--- config.mk ---
export PLATFORM = sky130hd
export DESIGN_NAME = uc_partida_flat
export DESIGN_NICKNAME = d
export VERILOG_FILES = /design/src/rtl/uc_partida_if.sv /design/src/rtl/uc_partida.sv /design/src/flat_wrapper.sv
export SDC_FILE = /design/constraint.sdc
export NUM_CORES = 1
export LEC_CHECK = 0
export BUFFER_PORTS_ARGS = -buffer_cell sky130_fd_sc_hd__buf_4
export CORE_ASPECT_RATIO = 1.75
export CORE_MARGIN = 5
export CORE_UTILIZATION = 58
export DETAILED_ROUTE_END_ITERATION = 6
export HOLD_SLACK_MARGIN = 0.05
export PLACE_DENSITY_LB_ADDON = 0.12
export SYNTH_ARGS = -nofsm -noshare
export SYNTH_HDL_FRONTEND = slang
export SYNTH_SLANG_ARGS = --single-unit
--- constraint.sdc ---
create_clock -name clock -period 2.85 [get_ports clock]
set_input_delay 0.1425 -clock clock [delete_from_list [all_inputs] [get_ports clock]]
set_output_delay 0.1425 -clock clock [all_outputs]
set_load 0.01 [all_outputs]
--- src/rtl/uc_partida_if.sv ---
// Handshake and status bundle between the PoliLobinho game-flow control unit and its datapath.
// The slave side is the control unit; the master side is whatever drives it.
interface uc_partida_if #(
  parameter int N_JOGADORES = 8,
  parameter int MAX_RODADAS = 15
);
  localparam int WJ = $clog2(N_JOGADORES);
  localparam int WR = $clog2(MAX_RODADAS + 1);

  logic                   jogar;
  logic                   passa;
  logic [N_JOGADORES-1:0] vivos;
  logic                   fim_jogo;
  logic                   rst_global;
  logic                   zera_CS;
  logic                   e_seed_reg;
  logic                   e_acao_noite;
  logic                   e_voto;
  logic                   e_apura;
  logic                   timeout;
  logic                   noite;
  logic                   pronto;
  logic [WJ-1:0]          jogador_atual;
  logic [WR-1:0]          rodada;
  logic [4:0]             db_estado;

  modport slave (
    input  jogar, passa, vivos, fim_jogo,
    output rst_global, zera_CS, e_seed_reg, e_acao_noite, e_voto, e_apura,
           timeout, noite, pronto, jogador_atual, rodada, db_estado
  );

  modport master (
    output jogar, passa, vivos, fim_jogo,
    input  rst_global, zera_CS, e_seed_reg, e_acao_noite, e_voto, e_apura,
           timeout, noite, pronto, jogador_atual, rodada, db_estado
  );
endinterface

--- src/rtl/uc_partida.sv ---
// PoliLobinho game-flow control unit: start sequence, night turns, day votes, tally
// and end-of-game check, walking every player slot once per phase with a turn timer.
module uc_partida #(
  parameter int N_JOGADORES = 8,
  parameter int TEMPO_TURNO = 500,
  parameter int MAX_RODADAS = 15
) (
  input  logic          clock,
  input  logic          reset,
  uc_partida_if.slave   bus
);
  localparam int WJ = $clog2(N_JOGADORES);
  localparam int WT = $clog2(TEMPO_TURNO);
  localparam int WR = $clog2(MAX_RODADAS + 1);

  localparam logic [4:0] INICIAL       = 5'd0;
  localparam logic [4:0] RESETA_TUDO   = 5'd1;
  localparam logic [4:0] PREPARA_JOGO  = 5'd2;
  localparam logic [4:0] ARMAZENA_JOGO = 5'd3;
  localparam logic [4:0] PREPARA_NOITE = 5'd4;
  localparam logic [4:0] TURNO_NOITE   = 5'd5;
  localparam logic [4:0] PROXIMO_NOITE = 5'd6;
  localparam logic [4:0] PREPARA_DIA   = 5'd7;
  localparam logic [4:0] TURNO_DIA     = 5'd8;
  localparam logic [4:0] PROXIMO_DIA   = 5'd9;
  localparam logic [4:0] APURA         = 5'd10;
  localparam logic [4:0] VERIFICA_FIM  = 5'd11;
  localparam logic [4:0] FIM           = 5'd12;

  logic [4:0]    estado;
  logic [4:0]    proximo;
  logic [WJ-1:0] jogador;
  logic [WT-1:0] timer;
  logic [WR-1:0] rodada;
  logic          vivo;
  logic          turno;
  logic          expira;
  logic          ultimo;
  logic          rodada_max;

  assign vivo       = bus.vivos[jogador];
  assign turno      = (estado == TURNO_NOITE) || (estado == TURNO_DIA);
  assign expira     = (timer == WT'(TEMPO_TURNO - 1));
  assign ultimo     = (jogador == WJ'(N_JOGADORES - 1));
  assign rodada_max = (rodada == WR'(MAX_RODADAS));

  always_ff @(posedge clock or negedge reset) begin
    if (!reset) estado <= INICIAL;
    else        estado <= proximo;
  end

  always_comb begin
    proximo = estado;
    case (estado)
      INICIAL:       if (bus.jogar) proximo = RESETA_TUDO;
      RESETA_TUDO:   proximo = PREPARA_JOGO;
      PREPARA_JOGO:  if (bus.passa) proximo = ARMAZENA_JOGO;
      ARMAZENA_JOGO: proximo = PREPARA_NOITE;
      PREPARA_NOITE: proximo = TURNO_NOITE;
      TURNO_NOITE:   if (!vivo || bus.passa || expira) proximo = PROXIMO_NOITE;
      PROXIMO_NOITE: proximo = ultimo ? PREPARA_DIA : TURNO_NOITE;
      PREPARA_DIA:   proximo = TURNO_DIA;
      TURNO_DIA:     if (!vivo || bus.passa || expira) proximo = PROXIMO_DIA;
      PROXIMO_DIA:   proximo = ultimo ? APURA : TURNO_DIA;
      APURA:         proximo = VERIFICA_FIM;
      VERIFICA_FIM:  proximo = (bus.fim_jogo || rodada_max) ? FIM : PREPARA_NOITE;
      FIM:           if (bus.jogar) proximo = RESETA_TUDO;
      default:       proximo = INICIAL;
    endcase
  end

  // Player index, turn timer and round counter; updates apply on the edge leaving each state.
  always_ff @(posedge clock or negedge reset) begin
    if (!reset) begin
      jogador <= '0;
      timer   <= '0;
      rodada  <= '0;
    end else begin
      case (estado)
        RESETA_TUDO: begin
          jogador <= '0;
          timer   <= '0;
          rodada  <= '0;
        end
        PREPARA_NOITE: begin
          if (!rodada_max) rodada <= rodada + 1'b1;
          jogador <= '0;
          timer   <= '0;
        end
        PREPARA_DIA: begin
          jogador <= '0;
          timer   <= '0;
        end
        TURNO_NOITE, TURNO_DIA: begin
          if (vivo && !bus.passa && !expira) timer <= timer + 1'b1;
        end
        PROXIMO_NOITE, PROXIMO_DIA: begin
          if (!ultimo) begin
            jogador <= jogador + 1'b1;
            timer   <= '0;
          end
        end
        default: ;
      endcase
    end
  end

  always_comb begin
    bus.rst_global    = 1'b0;
    bus.zera_CS       = 1'b0;
    bus.e_seed_reg    = 1'b0;
    bus.e_acao_noite  = 1'b0;
    bus.e_voto        = 1'b0;
    bus.e_apura       = 1'b0;
    bus.noite         = 1'b0;
    bus.pronto        = 1'b0;
    bus.timeout       = turno && vivo && expira && !bus.passa;
    bus.jogador_atual = jogador;
    bus.rodada        = rodada;
    bus.db_estado     = (estado <= FIM) ? estado : 5'b11111;
    case (estado)
      INICIAL, RESETA_TUDO: begin
        bus.rst_global = 1'b1;
        bus.zera_CS    = 1'b1;
      end
      ARMAZENA_JOGO: bus.e_seed_reg = 1'b1;
      PREPARA_NOITE, PROXIMO_NOITE: bus.noite = 1'b1;
      TURNO_NOITE: begin
        bus.noite        = 1'b1;
        bus.e_acao_noite = vivo;
      end
      TURNO_DIA:   bus.e_voto  = vivo;
      APURA:       bus.e_apura = 1'b1;
      FIM:         bus.pronto  = 1'b1;
      default: ;
    endcase
  end
endmodule

--- src/flat_wrapper.sv ---
// flat-port wrapper written by rule: the top's interface ports become plain ports
module uc_partida_flat 
#(
  parameter int N_JOGADORES = 8,
  parameter int TEMPO_TURNO = 500,
  parameter int MAX_RODADAS = 15
)
  (clock, reset, bus_jogar, bus_passa, bus_vivos, bus_fim_jogo, bus_rst_global, bus_zera_CS, bus_e_seed_reg, bus_e_acao_noite, bus_e_voto, bus_e_apura, bus_timeout, bus_noite, bus_pronto, bus_jogador_atual, bus_rodada, bus_db_estado);
  uc_partida_if #(.N_JOGADORES(N_JOGADORES), .MAX_RODADAS(MAX_RODADAS)) bus_i ();
  input  logic clock;
  input  logic reset;
  input wire logic [$bits(bus_i.jogar)-1:0] bus_jogar;
  input wire logic [$bits(bus_i.passa)-1:0] bus_passa;
  input wire logic [$bits(bus_i.vivos)-1:0] bus_vivos;
  input wire logic [$bits(bus_i.fim_jogo)-1:0] bus_fim_jogo;
  output wire logic [$bits(bus_i.rst_global)-1:0] bus_rst_global;
  output wire logic [$bits(bus_i.zera_CS)-1:0] bus_zera_CS;
  output wire logic [$bits(bus_i.e_seed_reg)-1:0] bus_e_seed_reg;
  output wire logic [$bits(bus_i.e_acao_noite)-1:0] bus_e_acao_noite;
  output wire logic [$bits(bus_i.e_voto)-1:0] bus_e_voto;
  output wire logic [$bits(bus_i.e_apura)-1:0] bus_e_apura;
  output wire logic [$bits(bus_i.timeout)-1:0] bus_timeout;
  output wire logic [$bits(bus_i.noite)-1:0] bus_noite;
  output wire logic [$bits(bus_i.pronto)-1:0] bus_pronto;
  output wire logic [$bits(bus_i.jogador_atual)-1:0] bus_jogador_atual;
  output wire logic [$bits(bus_i.rodada)-1:0] bus_rodada;
  output wire logic [$bits(bus_i.db_estado)-1:0] bus_db_estado;
  assign bus_i.jogar = bus_jogar;
  assign bus_i.passa = bus_passa;
  assign bus_i.vivos = bus_vivos;
  assign bus_i.fim_jogo = bus_fim_jogo;
  assign bus_rst_global = bus_i.rst_global;
  assign bus_zera_CS = bus_i.zera_CS;
  assign bus_e_seed_reg = bus_i.e_seed_reg;
  assign bus_e_acao_noite = bus_i.e_acao_noite;
  assign bus_e_voto = bus_i.e_voto;
  assign bus_e_apura = bus_i.e_apura;
  assign bus_timeout = bus_i.timeout;
  assign bus_noite = bus_i.noite;
  assign bus_pronto = bus_i.pronto;
  assign bus_jogador_atual = bus_i.jogador_atual;
  assign bus_rodada = bus_i.rodada;
  assign bus_db_estado = bus_i.db_estado;
  uc_partida #(.N_JOGADORES(N_JOGADORES), .TEMPO_TURNO(TEMPO_TURNO), .MAX_RODADAS(MAX_RODADAS)) u_core (.clock(clock), .reset(reset), .bus(bus_i));
endmodule
* After elaboration in Yosys (flattened, before gate mapping)
Cells that the tools add are included.
** Word-level totals
- Register bits after elaboration :: 21
- Input bits :: 13
- Output and inout port bits :: 21
** Operators by class
- Add/subtract/negate cells :: 3
- $lt $le $gt $ge :: 2
- Equality and inequality tests :: 22
- Mux-type cells :: 25
- Reductions and logical operators :: 26
** Operators by type and width (count)
- case mux 5 bit (12 select lines) :: 1
- case mux 9 bit (3 select lines) :: 1
- == test 5 x 4 -> 1 bit (second input constant) :: 5
- two-way mux 5 bit :: 5
- == test 5 x 3 -> 1 bit (second input constant) :: 4
- two-way mux 9 bit :: 2
- == test 5 x 2 -> 1 bit (second input constant) :: 2
- inequality test 2 bit (second input constant) :: 5
- adder 9 x 1 -> 9 bit (second input constant) :: 1
- == test 9 bit (second input constant) :: 1
- two-way mux 1 bit :: 8
- two-way mux 4 bit :: 2
- case mux 4 bit (2 select lines) :: 1
- OR reduction 2 bit :: 4
- case mux 3 bit (2 select lines) :: 1
- OR reduction 3 bit :: 2
- == test 5 x 1 -> 1 bit (second input constant) :: 1
- <= comparator 5 x 4 -> 1 bit (second input constant) :: 1
- logical AND 1 bit :: 5
- zero test 5 bit :: 1
- adder 4 x 1 -> 4 bit (second input constant) :: 1
- == test 4 bit (second input constant) :: 1
- logical OR 1 bit :: 4
- less-than comparator 3 x 4 -> 1 bit (second input constant) :: 1
- other kinds (12) :: 18

* Logic depth before layout (Yosys ltp)
Gate-level depths: netlist (run 1).
- Depth in word-level cells :: 7
- Depth in mapped cells :: 7
- Mapped depth without buffers :: 7

* Worst setup path after synthesis (run 1)
OpenSTA, ideal clock, no wires.
- Kind :: register to register
- From :: reg u_core.jogador[0], in the netlist u_core.bus.jogador_atual[0]
- To :: reg u_core.estado[3]
- Library setup time :: 0.125 ns
- Arrival time :: 1.816 ns
- Setup slack :: 0.909 ns
- Cell stages (with the launch flop) :: 8
- Path buffers :: 2
- Path through :: dfrtp_1 -> buf_6 -> mux2_4 -> a2bb2oi_2 -> and3_4 -> buf_6 -> a31o_1 -> mux2_4
** Between the ends
- Longest elaborated chain between the ends :: 7
- Elaborated cells on any way between the ends :: 8
- Classes of those cells :: eq/ne: 2; mux: 2; reduce/logical: 4
** Ends and longest elaborated chain
- from (decl) :: RTL line uc_partida.sv:32 : logic [WJ-1:0] jogador;
- from (signal assigned) :: RTL line uc_partida.sv:99 : jogador <= jogador + 1'b1;
- binary-select mux 1 bit (select 3 bit) * :: RTL line uc_partida.sv:41 : assign vivo = bus.vivos[jogador];
- two-way mux 1 bit (implied by the code) * :: RTL line uc_partida.sv:41
- zero test 1 bit * :: RTL line uc_partida.sv:60, uc_partida.sv:63
- logical OR 1 bit * (2 in series) :: RTL line uc_partida.sv:60, uc_partida.sv:63
- inequality test 2 bit (no line)
- AND reduction 4 bit (no line) *
- to (signal assigned) :: RTL line uc_partida.sv:49 : else estado <= proximo;
- to (decl) :: RTL line uc_partida.sv:30 : logic [4:0] estado;
Mark *: on every way between the ends. The rest lies on a longest branch, timed or not. The select of a mux whose other input is x is not followed.
A chain may end at the register's enable or synchronous reset.

* Worst setup path after layout (run 1)
- From :: reg u_core.timer[4]
- To :: out bus_timeout
** Between the ends
- Longest elaborated chain between the ends :: 3
** Ends and longest elaborated chain
- from (decl) :: RTL line uc_partida.sv:33 : logic [WT-1:0] timer;
- from (signal assigned) :: RTL line uc_partida.sv:95 : if (vivo && !bus.passa && !expira) timer <= timer + 1'b1;
- == test 9 bit :: RTL line uc_partida.sv:43 : assign expira = (timer == WT'(TEMPO_TURNO - 1));
- logical AND 1 bit (2 in series) :: RTL line uc_partida.sv:117 : bus.timeout = turno && vivo && expira && !bus.passa;
- to (decl) :: RTL line flat_wrapper.sv:22 : output wire logic [$bits(bus_i.timeout)-1:0] bus_timeout;
No other way between the ends.

==> out/summary.md, run 1 <==
For this design the total switching power over the nets is 0.782 mW. Once placement completed, the tool counted placed cells totaling 232. The number of levels in the clock H-tree was 1. The cell sitting at the root of the clock tree is a sky130_fd_sc_hd__clkbuf_8. The share of the clock period used by the worst path is 0.848.

Across the routed clock network, the largest skew measured is 4.20 ps. The share of power burned in registers is 0.270, and the first-pass GRT wire length is 7050 um. For this design, the sink count on the clock tree is 20. Number of enable flip-flop cells after synthesis: 0. Synthesis handed over a netlist of 186 instances. For the final routed database, the setup TNS stands at 0 ps.

The buffer depth of the longest clock path is 2, and the sequential element share of the synthesized area is 0.327. The worst hold margin came out at 161 ps. The number of input and output port buffers inserted is 33, and the worst ir drop on vdd is 0.000530 V. For this run, the leading register cell type out of synthesis is sky130_fd_sc_hd__dfrtp_1. In this run the vertical extent of the chip is 78.0 um. Summed over all cells, the static leakage comes to 0.830 nW. During synthesis, Yosys emitted a total of 0 warnings.

The detailed router finished its first iteration with 66 violations. Multiplexer share of the synthesized area: 0.0458. After detailed routing, the average wire length per cell comes to 17.8 um.

The fraction of layout cells with a size suffix above 1 is 0.256, and the area of the core region is 0.00252 sq mm. The number of antenna diodes in the final layout is 0. The tools report the data arrival time at the worst-slack endpoint as 2270 ps. For this design the ratio of total power to cell area is 959 mW/mm^2. The synthesized-area fraction occupied by adder cells works out to 0.0327. The tools report the startpoint of the lowest-slack hold path as bus_passa. Detailed placement ended at an HPWL of 3110 um.

The share of synthesized cell area in and, or, nand and nor gates was 0.288; the final cell utilization of the core was 0.726. The detailed router placed 1533 vias in this run. TritonCTS built the clock tree. In this run the worst hold path is classified as in -> reg.

Counting the buffers created by CTS gives 3. Logic depth of the worst register-to-register path: 6. The number of ports placed on the die boundary was 34.

Setup violations remaining at the end of the flow were counted as 0. The number of pins exceeding their max-slew limit in the final report is 0. The tools report the highest achievable clock rate as 0.414 GHz.

By area, the combinational part of the netlist is dominated by simple AND/OR/NAND/NOR gates. The count of unique library cells instantiated by Yosys is 52. The run gives 24 as the number of standard-cell rows in the floorplan.

The detailed-route vias per instance works out to 6.47. Setup repair after global routing left no endpoint under its margin. The synthesized netlist net count was 203; the number of design rule violations left after detail routing was 0.

After layout, the minimum clock period comes to 2420 ps. The hold buffer count at cts is 1, and the register-to-register setup slack is 670 ps. The share of synthesized flip-flops with an asynchronous set or reset is 1.00.

For hold timing, the worst endpoint is u_core.estado[1]$_DFFE_PN0P_. The logs give 1514 for the number of global-route vias before repair and 0 for the max capacitance violation total. After global routing the overflow that remains totals 0.

The tools report the final routed wirelength across all metal layers as 4210 um. The die boundary width works out to 48.8 um. Antenna violation net count after detailed routing: 0. The number of hold violations in the final report is 0, and the initial core utilization is 0.607. The flow ran to the end, and the final reports show no timing, DRC or antenna violations.

For the number of optimization iterations in the first detailed-route pass, the log shows 4. The worst register-to-register path ends at u_core.timer[0]$_DFFE_PN0P_. For the total internal power, the log shows 0.975 mW. The origin of the critical flop-to-flop path was u_core.bus.jogador_atual[0]$_DFFE_PN0P_. The net switching share of the total power works out to 0.445. The number of gates resized after CTS was 0.

The required time of the worst setup path is 2710 ps, and the total die area is 0.00381 sq mm. The clock share of power is 0.165, and the clock transition at the registers of the reported paths is 80 ps. For the worst-skew pair, the clock arrives at the later sink with an insertion delay of 260 ps. The area fraction in compound gates after synthesis was 0.230; the total routing usage reported by global routing was 0.226. After synthesis the cells add up to 0.00153 sq mm. The average instance area after synthesis was 8.23 sq um; the worst slack at placement was 705 ps.

Buffers added to address setup during post-CTS repair amount to 0. The finished cells cover 0.00183 sq mm. For the worst relative slew slack, the log shows 0.525. The share of the synthesized netlist area taken by xor and xnor gates is 0.0114, and the largest net degree at the start of global routing is 22. The finished layout holds 237 standard cells, fillers aside. Combinational group share of total power: 0.564. The classification of the worst setup path is reg -> out. The layout filler cell count was 214. The top fanout value on the critical path was 7.

Along the worst hold path, the cell count comes to 2. The sort of element at the end of the critical path is an output port. The placed instances occupy a cell area of 0.00175 sq mm.

The synthesized design contains 20 register bits. The worst setup path is launched from a flop. The tools report the final weighted congestion of routability-driven global placement as 0.877. In the post-route analysis, the smallest setup slack over all paths is 433 ps. At the pin with the least slew margin, the transition time is 706 ps. The run gives 229 as the post-layout net count.

The number of antenna violations at the first check in global routing is 0. The area growth from synthesis to final layout was 19.5%. Overall power consumption after layout is estimated at 1.76 mW.
## worst max-delay path by stage
stage / start / endpoint / slack, ps / depth (start not counted)
after floorplan: u_core.bus.jogador_atual[0]$_DFFE_PN0P_ / u_core.estado[3]$_DFFE_PN0P_ / 910 / 7
after global placement: u_core.estado[2]$_DFFE_PN0P_ / u_core.estado[0]$_DFFE_PN0P_ / 750 / 4
after detailed placement: u_core.estado[2]$_DFFE_PN0P_ / u_core.estado[0]$_DFFE_PN0P_ / 710 / 4
after CTS: u_core.timer[4]$_DFFE_PN0P_ / bus_timeout / 460 / 5
after global routing: u_core.timer[4]$_DFFE_PN0P_ / bus_timeout / 240 / 5
final: u_core.timer[4]$_DFFE_PN0P_ / bus_timeout / 430 / 5
## area by class of cell
class / count / area [sq um] / area share
sequential: 20 / 500 / 0.273
clock inverter: 1 / 30.0 / 0.0164
multi-input combinational: 146 / 931 / 0.509
inverter: 4 / 15.0 / 0.00820
timing repair buffer: 37 / 280 / 0.153
tap: 26 / 32.5 / 0.0178
clock buffer: 3 / 41.3 / 0.0226
## cells in the mapped netlist (all sizes together) (3+ instances only)
cell type / count / share of area
dfrtp: 20 / 0.33
nand2: 20 / 0.049
nor2: 15 / 0.037
o21ai: 11 / 0.036
a31oi: 10 / 0.041
nor3: 10 / 0.033
buf: 9 / 0.038
a21oi: 8 / 0.026
clkbuf: 7 / 0.017
nand3: 7 / 0.023
nand2b: 5 / 0.020
nor2b: 5 / 0.020
ha: 4 / 0.033
inv: 4 / 0.0098
mux2i: 4 / 0.026
a21o: 3 / 0.015
and3: 3 / 0.016
nor4: 3 / 0.020
o31ai: 3 / 0.015
or2: 3 / 0.012
## power by group through the flow
stage	combinational [mW]	sequential (mW)	clock (mW)
2_1_floorplan	0.767	0.405	0
3_3_place_gp	0.949	0.472	0
3_5_place_dp	0.979	0.478	0
4_1_cts	0.987	0.473	0.290
5_1_grt	1.09	0.494	0.312
6_report	0.991	0.475	0.290
## sequential cells by signal, indices dropped and copies added, names as in the netlist
signal                    cells
u_core.bus.rodada             4
u_core.timer                  9
u_core.estado                 4
u_core.bus.jogador_atual      3
## routing by layer
metal / wire length, um / GRT usage / up-vias
met4: 89 / 0.0889 / 0
li1: - / - / 736
met2: 2420 / 0.424 / 53
met3: 183 / 0.0268 / 10
met1: 1520 / 0.248 / 734
met5: 0 / 0 / -
## cell families (layout without fill, tap and decap cells)
kind of cell / Yosys count / in the layout
xor+xnor: 2 / 2
flops: 20 / 20
compound gates: 52 / 52
simple gates: 82 / 82
fa+ha+maj: 4 / 4
buf+inv: 20 / 45
mux: 6 / 6
## cells in the final DEF (no fill, tap or decap), drive strengths merged, types with 2 or more instances in the layout
| cell | netlist | routed |
|---|---|---|
| or4 | 2 | 2 |
| o311ai | 2 | 2 |
| o22ai | 2 | 2 |
| and3 | 3 | 3 |
| or2 | 3 | 3 |
| nand2b | 5 | 5 |
| a31oi | 10 | 10 |
| a2bb2oi | 2 | 2 |
| mux2i | 4 | 4 |
| mux2 | 2 | 2 |
| dfrtp | 20 | 20 |
| nor2b | 5 | 5 |
| a21oi | 8 | 8 |
| inv | 4 | 4 |
| nand4 | 2 | 2 |
| a31o | 2 | 2 |
| nor4 | 3 | 3 |
| nand2 | 20 | 20 |
| xor2 | 2 | 2 |
| and2 | 2 | 2 |
| nor3 | 10 | 10 |
| nand3 | 7 | 7 |
| a21o | 3 | 3 |
| o31ai | 3 | 3 |
| ha | 4 | 4 |
| clkbuf | 7 | 3 |
| o21ai | 11 | 11 |
| nor2 | 15 | 15 |
| buf | 9 | 36 |
## critical path, stage by stage (launching register included)
cell and delay (ps):
sky130_fd_sc_hd__dfrtp_1 490, sky130_fd_sc_hd__nand4_2 180, sky130_fd_sc_hd__nor4_2 490, sky130_fd_sc_hd__inv_1 250
sky130_fd_sc_hd__nor4_1 410, sky130_fd_sc_hd__buf_4 200
Note: power is estimated with default switching activity, not from simulation.
==> inputs of run 2 (changes only) <==
Settings changed: ABC_AREA set to 1, CORE_UTILIZATION 58 to 54.
Clock period 2.85 ns to 2.3 ns, I/O delays scaled along.
==> run 2 against run 1 <==
Final cell count up 18%. Synthesized cell count is 18% higher. Critical path depth rose by 2. Register-to-register slack worse by 20 ps. Non-clock buffer count decreased by 3. Critical endpoint unchanged. Largest power group unchanged.
==> out/summary.md, run 2 <==
The post-synthesis cell type with the largest combined area was sky130_fd_sc_hd__dfrtp_1 (unchanged). The tools report the worst relative slew slack as 0.789 (was 0.525). Registers with the most flip-flops: u_core.timer x9, u_core.bus.rodada x4, u_core.estado x4 (unchanged). The logs give 4 (unchanged) for the number of optimization iterations in the first detailed-route pass and 271 (was 229) for the post-layout net count.

The routed via count was 1460 (was 1533); the wire length per cell was 11.8 um (was 17.8 um). The share of power burned in registers is 0.288 (was 0.270). The final routed wirelength across all metal layers came out at 3310 um (was 4210 um). The share of synthesized flip-flops with an asynchronous set or reset is 1.00 (unchanged), and the setup total negative slack is 0 ps (unchanged). For the warning count from the yosys run, the log shows 0 (unchanged).

The first-pass GRT wire length was 5880 um (was 7050 um); the worst ir drop on vdd was 0.000578 V (was 0.000530 V). The critical path startpoint category is a flop (unchanged). For the final weighted congestion of routability-driven global placement, the log shows 0.910 (was 0.877).

The tools report the number of gates resized after CTS as 0 (unchanged). The layout filler cell count came out at 245 (was 214). The sequential element share of the synthesized area is 0.336 (was 0.327). Global-route congestion overflow total: 0 (unchanged). The sort of element at the end of the critical path was an output port (unchanged). The area of the core region is 0.00269 sq mm (was 0.00252 sq mm). The tools report the number of levels in the clock H-tree as 1 (unchanged). The average instance area after synthesis was 6.78 sq um (was 8.23 sq um).

The logs give 0 (unchanged) for the number of antenna violations at the first check in global routing and 0.923 mW (was 0.975 mW) for the total internal power. The net switching share of the total power came out at 0.471 (was 0.445). The worst path in the final design needs a cycle of 2050 ps, including I/O delays and setup. Setup repair after global routing left no endpoint under its margin. The tools report the iteration-0 DRC count of the detailed router as 28 (was 66). The max capacitance violation total is 0 (unchanged), and the share of the clock period used by the worst path is 0.893. Fraction of layout cells with a size suffix above 1: 0.245 (was 0.256). The most common cell in the synthesized netlist is sky130_fd_sc_hd__nand2_1. The number of hold violations in the final report was 0 (unchanged); the total die area was 0.00395 sq mm (was 0.00381 sq mm). The required time of the worst setup path is 2180 ps (was 2710 ps). The total routing usage reported by global routing was 0.184 (was 0.226). The tools report the number of pins exceeding their max-slew limit in the final report as 0 (unchanged). The die outline height was 79.5 um (was 78.0 um); the detailed-route vias per instance was 5.21 (was 6.47). The number of enable flip-flop cells after synthesis was 0 (unchanged); the number of cells in the design after placement was 275 (was 232). The logs give 1424 (was 1514) for the number of global-route vias before repair and 34 (unchanged) for the number of ports placed on the die boundary. Post-synth top cells: 59 x sky130_fd_sc_hd__nand2_1, 33 x sky130_fd_sc_hd__inv_1, 26 x sky130_fd_sc_hd__nand3_1 (was 20 x sky130_fd_sc_hd__dfrtp_1, 20 x sky130_fd_sc_hd__nand2_1, 15 x sky130_fd_sc_hd__nor2_1). The clock transition at the registers of the reported paths works out to 70 ps (was 80 ps). The top fanout value on the critical path is 11 (was 7). Commonest cells after routing, fill and taps aside: 59 x sky130_fd_sc_hd__nand2_1, 33 x sky130_fd_sc_hd__inv_1, 33 x sky130_fd_sc_hd__buf_4, 26 x sky130_fd_sc_hd__nand3_1, 21 x sky130_fd_sc_hd__nor2_1 (was 36 x sky130_fd_sc_hd__buf_4, 20 x sky130_fd_sc_hd__nand2_1, 20 x sky130_fd_sc_hd__dfrtp_1, 15 x sky130_fd_sc_hd__nor2_1, 11 x sky130_fd_sc_hd__o21ai_0).

The number of standard cells in the layout, taps in and fillers out came out at 280 (was 237). The post-synthesis sequential element count came out at 20 (unchanged). The area growth from synthesis to final layout is 20.9% (was 19.5%). The most common cell after layout, fill and taps aside is sky130_fd_sc_hd__nand2_1 (was sky130_fd_sc_hd__buf_4).

The synthesized netlist net count is 237 (was 203). Number of standard-cell rows in the floorplan: 25 (was 24). TritonCTS built the clock tree. The count of unique library cells instantiated by Yosys was 30 (was 52). The count of mapped cells out of synthesis is 220 (was 186). For the combinational group share of total power, the log shows 0.559 (was 0.564). The antenna violation net count after detailed routing was 0 (unchanged).

The register ranked first by flip-flop count is u_core.timer (unchanged). Cell area power density: 967 mW/mm^2 (was 959 mW/mm^2). The area share of the largest cell type after synthesis was 0.336 (was 0.327). The tools report the detailed-placement wirelength estimate as 2670 um (was 3110 um). The commonest register cell after synthesis is sky130_fd_sc_hd__dfrtp_1 (unchanged). The classification of the worst setup path was reg -> out (unchanged).

For the clock latency at the later pin of the worst-skew pair, the log shows 260 ps (about the same). The number of input and output port buffers inserted came out at 33 (unchanged). For the initial core utilization, the log shows 0.554 (was 0.607). Top post-synthesis cells by area: sky130_fd_sc_hd__dfrtp_1 34%, sky130_fd_sc_hd__nand2_1 15%, sky130_fd_sc_hd__nand3_1 8.7% (was sky130_fd_sc_hd__dfrtp_1 33%, sky130_fd_sc_hd__nand2_1 4.9%, sky130_fd_sc_hd__a31oi_1 4.1%).

The flip-flop count of the largest register after layout was 9 (unchanged). The number of design rule violations left after detail routing was 0 (unchanged). The number of endpoints failing setup at the final stage was 0 (unchanged). Data arrival time at the worst-slack endpoint: 1940 ps (was 2270 ps).

The buffer depth of the longest clock path is 2 (unchanged), and the net switching power figure is 0.821 mW (was 0.782 mW). The die boundary width is 49.7 um (was 48.8 um), and the pin slew with the least headroom to its limit is 316 ps (was 706 ps). The tools report the final worst clock skew as 5.60 ps (was 4.20 ps).

Timing would allow up to 0.487 GHz. The flow ran to the end, and the final reports show no timing, DRC or antenna violations. The run gives 0.993 nW (was 0.830 nW) as the static leakage. Antenna diode count: 0 (unchanged). The CTS sink count is 20 (unchanged).

The root cell of the clock tree was sky130_fd_sc_hd__clkbuf_8 (unchanged). For the number of buffers inserted during clock tree synthesis, the log shows 3 (unchanged). The type of the tightest min-delay check is in -> reg (unchanged).

The logs give 21 (was 22) for the largest net degree at the start of global routing and 0.00149 sq mm (was 0.00153 sq mm) for the synthesized area. The tools report the clock share of power as 0.153 (was 0.165).
==> run 2: cell count changes after synthesis, sizes merged, moves of 4 or more <==
cell and change:
a31oi -10, buf -5, clkbuf -6, inv +35
mux2i -4, nand2 +47, nand2b -5, nand3 +20
nor2 +11, nor2b -5, nor3 -8
==> run 2: area by class of cell <==
cell class,count,area (sq um),area share
timing repair buffer,34,258,0.143
clock buffer,4,55.1,0.0305
multi-input combinational,156,810,0.449
inverter,39,146,0.0812
tap,27,33.8,0.0187
sequential,20,500,0.278
==> run 2: per-stage QoR <==
| stage | cell area, sq um | util | power (mW) | hold WS, ps | setup slack, ps |
|---|---|---|---|---|---|
| after floorplan | 1490 | - | 1.22 | -181 | 793 |
| after global placement | 1740 | 0.646 | 1.49 | 11.6 | 624 |
| after detailed placement | 1740 | 0.646 | 1.50 | 12.4 | 565 |
| after CTS | 1800 | 0.670 | 1.77 | 151 | 266 |
| after global routing | 1800 | 0.670 | 1.92 | 159 | 99.3 |
| final | 1800 | 0.670 | 1.74 | 153 | 247 |
==> run 2: logic make-up (layout without fill, tap and decap cells) <==
kind of cell / after synthesis / in the layout / synth area share
AOI/OAI and AO/OA: 20 / 20 / 0.0805
xor gates and xnor gates: 2 / 2 / 0.0117
adders and majority gates: 4 / 4 / 0.0336
buffers and inverters: 44 / 77 / 0.122
DFF: 20 / 20 / 0.336
and+or+nand+nor: 130 / 130 / 0.417
==> run 2: power groups by stage <==
stage	clock [mW]	combinational (mW)	sequential, mW
floorplan	0	0.735	0.487
global placement	0	0.984	0.506
detailed placement	0	0.986	0.509
CTS	0.271	0.991	0.503
global route	0.290	1.11	0.515
finish	0.267	0.975	0.501
==> run 2: repair_timing <==
item | CTS | global route
hold endpoints to repair | 20 | 0
buffers inserted | 0 | 0
hold buffers | 1 | 0
==> run 2: worst paths after layout <==
check | to | start | slack [ps] | cells past startpoint
max in group asynchronous | u_core.timer[7]$_DFFE_PN0P_ | reset | 1820 | 2
hold / removal | u_core.timer[2]$_DFFE_PN0P_ | bus_passa | 150 | 4
hold reg to reg | u_core.timer[5]$_DFFE_PN0P_ | u_core.timer[5]$_DFFE_PN0P_ | 500 | 2
min in group asynchronous | u_core.timer[2]$_DFFE_PN0P_ | reset | 270 | 2
setup / recovery | bus_timeout | u_core.estado[2]$_DFFE_PN0P_ | 250 | 7
setup reg to reg | u_core.timer[2]$_DFFE_PN0P_ | u_core.estado[2]$_DFFE_PN0P_ | 650 | 9
==> run 2: critical path, stage by stage (launching register included) <==
cell	delay (ps)
sky130_fd_sc_hd__dfrtp_1	510
sky130_fd_sc_hd__inv_2	80
sky130_fd_sc_hd__nor2_4	120
sky130_fd_sc_hd__nand2_1	100
sky130_fd_sc_hd__nand2_2	230
sky130_fd_sc_hd__inv_1	150
sky130_fd_sc_hd__nor4_1	310
sky130_fd_sc_hd__buf_4	180
==> run 2: layer usage <==
layer  track usage  wire (um)  vias to the layer above
li1              -          -                      757
met1         0.205       1280                      658
met2         0.334       1760                       36
met3        0.0262        186                        9
met4        0.0787         90                        0
met5             0          0                        -
==> inputs of run 3 (changes only) <==
==> constraint.sdc (replaced) <==
create_clock -name clock -period 2.3 [get_ports clock]
set_input_delay 0.345 -clock clock [delete_from_list [all_inputs] [get_ports clock]]
set_output_delay 0.345 -clock clock [all_outputs]
set_load 0.01 [all_outputs]
==> run 3 against run 2 <==
Clock power hardly changed. Wire length is 0.42% higher. First-iteration DRC count is 29% higher. Total power is 1.2% higher. Final area is 0.49% higher. Sequential power is 1% higher. Die area stayed put. Utilization is 0.33 points higher. Non-clock buffer count is 1 higher. Sequential share of layout area is 0.065 points lower. Setup slack worse by 70 ps. Critical path type unchanged.
==> out/summary.md, run 3 (same netlist as run 2, synthesis figures left out) <==
The most common cell after layout, fill and taps aside was sky130_fd_sc_hd__nand2_1 (unchanged). The number of global-route vias before repair was 1404 (was 1424); the number of ports placed on the die boundary was 34 (unchanged). The type of the tightest min-delay check was in -> reg (unchanged). The clock transition at the registers of the reported paths is 70 ps (about the same), and the wire length per cell is 11.8 um (about the same). The area occupied by multi-input gates was 810 sq um (unchanged); the die boundary width was 49.7 um (unchanged). The run gives 2 (unchanged) as the buffer depth of the longest clock path. The run gives 0 (unchanged) as the antenna diode count.

The logic depth of the worst register-to-register path was 11 (was 9). The first-pass GRT wire length is 5830 um (was 5880 um), and the final routed wirelength across all metal layers is 3330 um (was 3310 um). The sort of element at the end of the critical path was an output port (unchanged).

The number of cells in the design after placement was 276 (was 275). The register ranked first by flip-flop count was u_core.timer (unchanged). The logs give 1.77 mW (was 1.74 mW) for the total chip power and 0.00269 sq mm (unchanged) for the area of the core region.

Registers with the most flip-flops: u_core.timer x9, u_core.bus.rodada x4, u_core.estado x4 (unchanged). The antenna violation net count after detailed routing is 0 (unchanged), and the area growth from synthesis to final layout is 21.5% (was 20.9%). Commonest cells after routing, fill and taps aside: 59 x sky130_fd_sc_hd__nand2_1, 34 x sky130_fd_sc_hd__buf_4, 33 x sky130_fd_sc_hd__inv_1, 26 x sky130_fd_sc_hd__nand3_1, 21 x sky130_fd_sc_hd__nor2_1 (was 59 x sky130_fd_sc_hd__nand2_1, 33 x sky130_fd_sc_hd__inv_1, 33 x sky130_fd_sc_hd__buf_4, 26 x sky130_fd_sc_hd__nand3_1, 21 x sky130_fd_sc_hd__nor2_1). The detailed-route vias per instance was 5.16 (was 5.21). The worst relative slew slack is 0.774 (was 0.789), and the cell area power density is 974 mW/mm^2 (was 967 mW/mm^2). The number of design rule violations left after detail routing was 0 (unchanged); the required time of the worst setup path was 1960 ps (was 2180 ps). For the highest achievable clock rate, the log shows 0.471 GHz (was 0.487 GHz). For the global-route congestion overflow total, the log shows 0 (unchanged). The fraction of layout cells with a size suffix above 1 was 0.252 (was 0.245). The worst hold path stage count is 4 (unchanged), and the total routing usage reported by global routing is 0.183 (was 0.184). The sequential cell area in the final layout came out at 502 sq um (was 500 sq um). The capturing instance or port of the critical path was bus_timeout (unchanged).

The initial core utilization came out at 0.554 (unchanged). The flow ran to the end, and the final reports show no timing, DRC or antenna violations. The clock period minus worst slack came out at 2120 ps (was 2050 ps).

The run gives 0 (unchanged) as the number of pins exceeding their max-slew limit in the final report. The classification of the worst setup path is reg -> out (unchanged). The number of antenna violations at the first check in global routing came out at 0 (unchanged).

The tools report the iteration-0 DRC count of the detailed router as 36 (was 28). Flip-flop count of the largest register after layout: 9 (unchanged). The share of the clock period used by the worst path was 0.923 (was 0.893); the die outline height was 79.5 um (unchanged).

Clock latency at the later pin of the worst-skew pair: 260 ps (about the same). The run gives 0 (unchanged) as the number of hold violations in the final report. For the max capacitance violation total, the log shows 0 (unchanged). The routed via count came out at 1449 (was 1460). The final worst clock skew is 7.29 ps (was 5.60 ps). The tools report the capturing point of the worst reg2reg path as u_core.timer[7]$_DFFE_PN0P_ (was u_core.timer[2]$_DFFE_PN0P_). Critical path startpoint category: a flop (unchanged).

The tools report the setup total negative slack as 0 ps (unchanged). The data arrival time at the worst-slack endpoint was 1780 ps (was 1940 ps); the number of optimization iterations in the first detailed-route pass was 4 (unchanged). Top fanout value on the critical path: 8 (was 11). The number of levels in the clock H-tree is 1 (unchanged). Total die area: 0.00395 sq mm (unchanged). The tools report the detailed-placement wirelength estimate as 2700 um (was 2670 um). The final weighted congestion of routability-driven global placement is 0.962 (was 0.910). TritonCTS built the clock tree.

The largest net degree at the start of global routing came out at 21 (unchanged). The run gives 281 (was 280) as the number of standard cells in the layout, taps in and fillers out. The origin of the worst setup path is u_core.estado[2]$_DFFE_PN0P_ (unchanged).

The layout filler cell count was 244 (was 245). The number of endpoints failing setup at the final stage was 0 (unchanged); the pin slew with the least headroom to its limit was 340 ps (was 316 ps). Number of buffers inserted during clock tree synthesis: 3 (unchanged).

The run gives 0.000634 V (was 0.000578 V) as the worst ir drop on vdd. The tools report the register-to-register setup slack as 660 ps (was 650 ps). For the static leakage, the log shows 0.996 nW (was 0.993 nW).

Setup repair after global routing left no endpoint under its margin. CTS sink count: 20 (unchanged). The number of input and output port buffers inserted was 33 (unchanged); the worst hold margin was 381 ps (was 153 ps). The tools report the post-layout net count as 272 (was 271). The number of standard-cell rows in the floorplan is 25 (unchanged). Root cell of the clock tree: sky130_fd_sc_hd__clkbuf_8 (unchanged).

The tools report the origin of the critical flop-to-flop path as u_core.estado[2]$_DFFE_PN0P_ (unchanged).
-- run 3: cell types whose count changed in the layout (fill, tap and decap cells not counted), sizes merged --
cell	before	now
buf	33	34
-- run 3: report_power, final --
part | leakage, nW | switching (mW) | total (mW) | internal, mW
combinational | 0.697 | 0.627 | 0.994 | 0.367
clock | 0.0288 | 0.112 | 0.265 | 0.152
sequential | 0.271 | 0.0945 | 0.507 | 0.412
total | 0.996 | 0.833 | 1.77 | 0.932
-- run 3: per-stage QoR --
stage | instance area (sq um) | setup slack, ps | utilization
6_report | 1810 | 177 | 0.673
5_1_grt | 1810 | 24.8 | 0.673
4_1_cts | 1810 | 159 | 0.673
3_5_place_dp | 1750 | 462 | 0.649
3_3_place_gp | 1750 | 479 | 0.649
2_1_floorplan | 1490 | 563 | -
-- run 3: timing repair --
| action | 4_1_cts | 5_1_grt |
|---|---|---|
| hold endpoints to repair | 20 | 0 |
| hold buffers | 1 | 0 |
| setup endpoints to repair | 0 | 1 |
| buffers inserted | 0 | 0 |
| resized for setup | 0 | 1 |
-- run 3: routing by layer --
metal | vias to the layer above | wire, um | global-route usage
li1 | 756 | - | -
met1 | 655 | 1350 | 0.210
met2 | 30 | 1740 | 0.329
met3 | 8 | 169 | 0.0262
met4 | 0 | 67 | 0.0735
met5 | - | 0 | 0
-- run 3: how the worst min path moves through the flow --
| stage | start | end | slack (ps) |
|---|---|---|---|
| after floorplan | reset | u_core.bus.jogador_atual[0]$_DFFE_PN0P_ | 50 |
| final | bus_passa | u_core.timer[2]$_DFFE_PN0P_ | 380 |
| after global placement | reset | u_core.bus.jogador_atual[0]$_DFFE_PN0P_ | 240 |
| after detailed placement | reset | u_core.bus.jogador_atual[0]$_DFFE_PN0P_ | 250 |
| after global routing | bus_passa | u_core.timer[7]$_DFFE_PN0P_ | 390 |
| after CTS | bus_passa | u_core.timer[7]$_DFFE_PN0P_ | 380 |
-- run 3: final cells by class --
cell class,count,share of cell area
tap,27,0.0186
inverter,39,0.0808
multi-input combinational,156,0.447
timing repair buffer,35,0.146
clock buffer,4,0.0304
sequential,20,0.277
-- run 3: worst max-delay path, stage by stage, from the launching register on --
cell,delay [ps]
sky130_fd_sc_hd__dfrtp_1,550
sky130_fd_sc_hd__inv_2,80
sky130_fd_sc_hd__nor2_4,130
sky130_fd_sc_hd__nand2_1,110
sky130_fd_sc_hd__nand2_2,80
sky130_fd_sc_hd__inv_1,80
sky130_fd_sc_hd__nor4_1,310
sky130_fd_sc_hd__buf_4,190
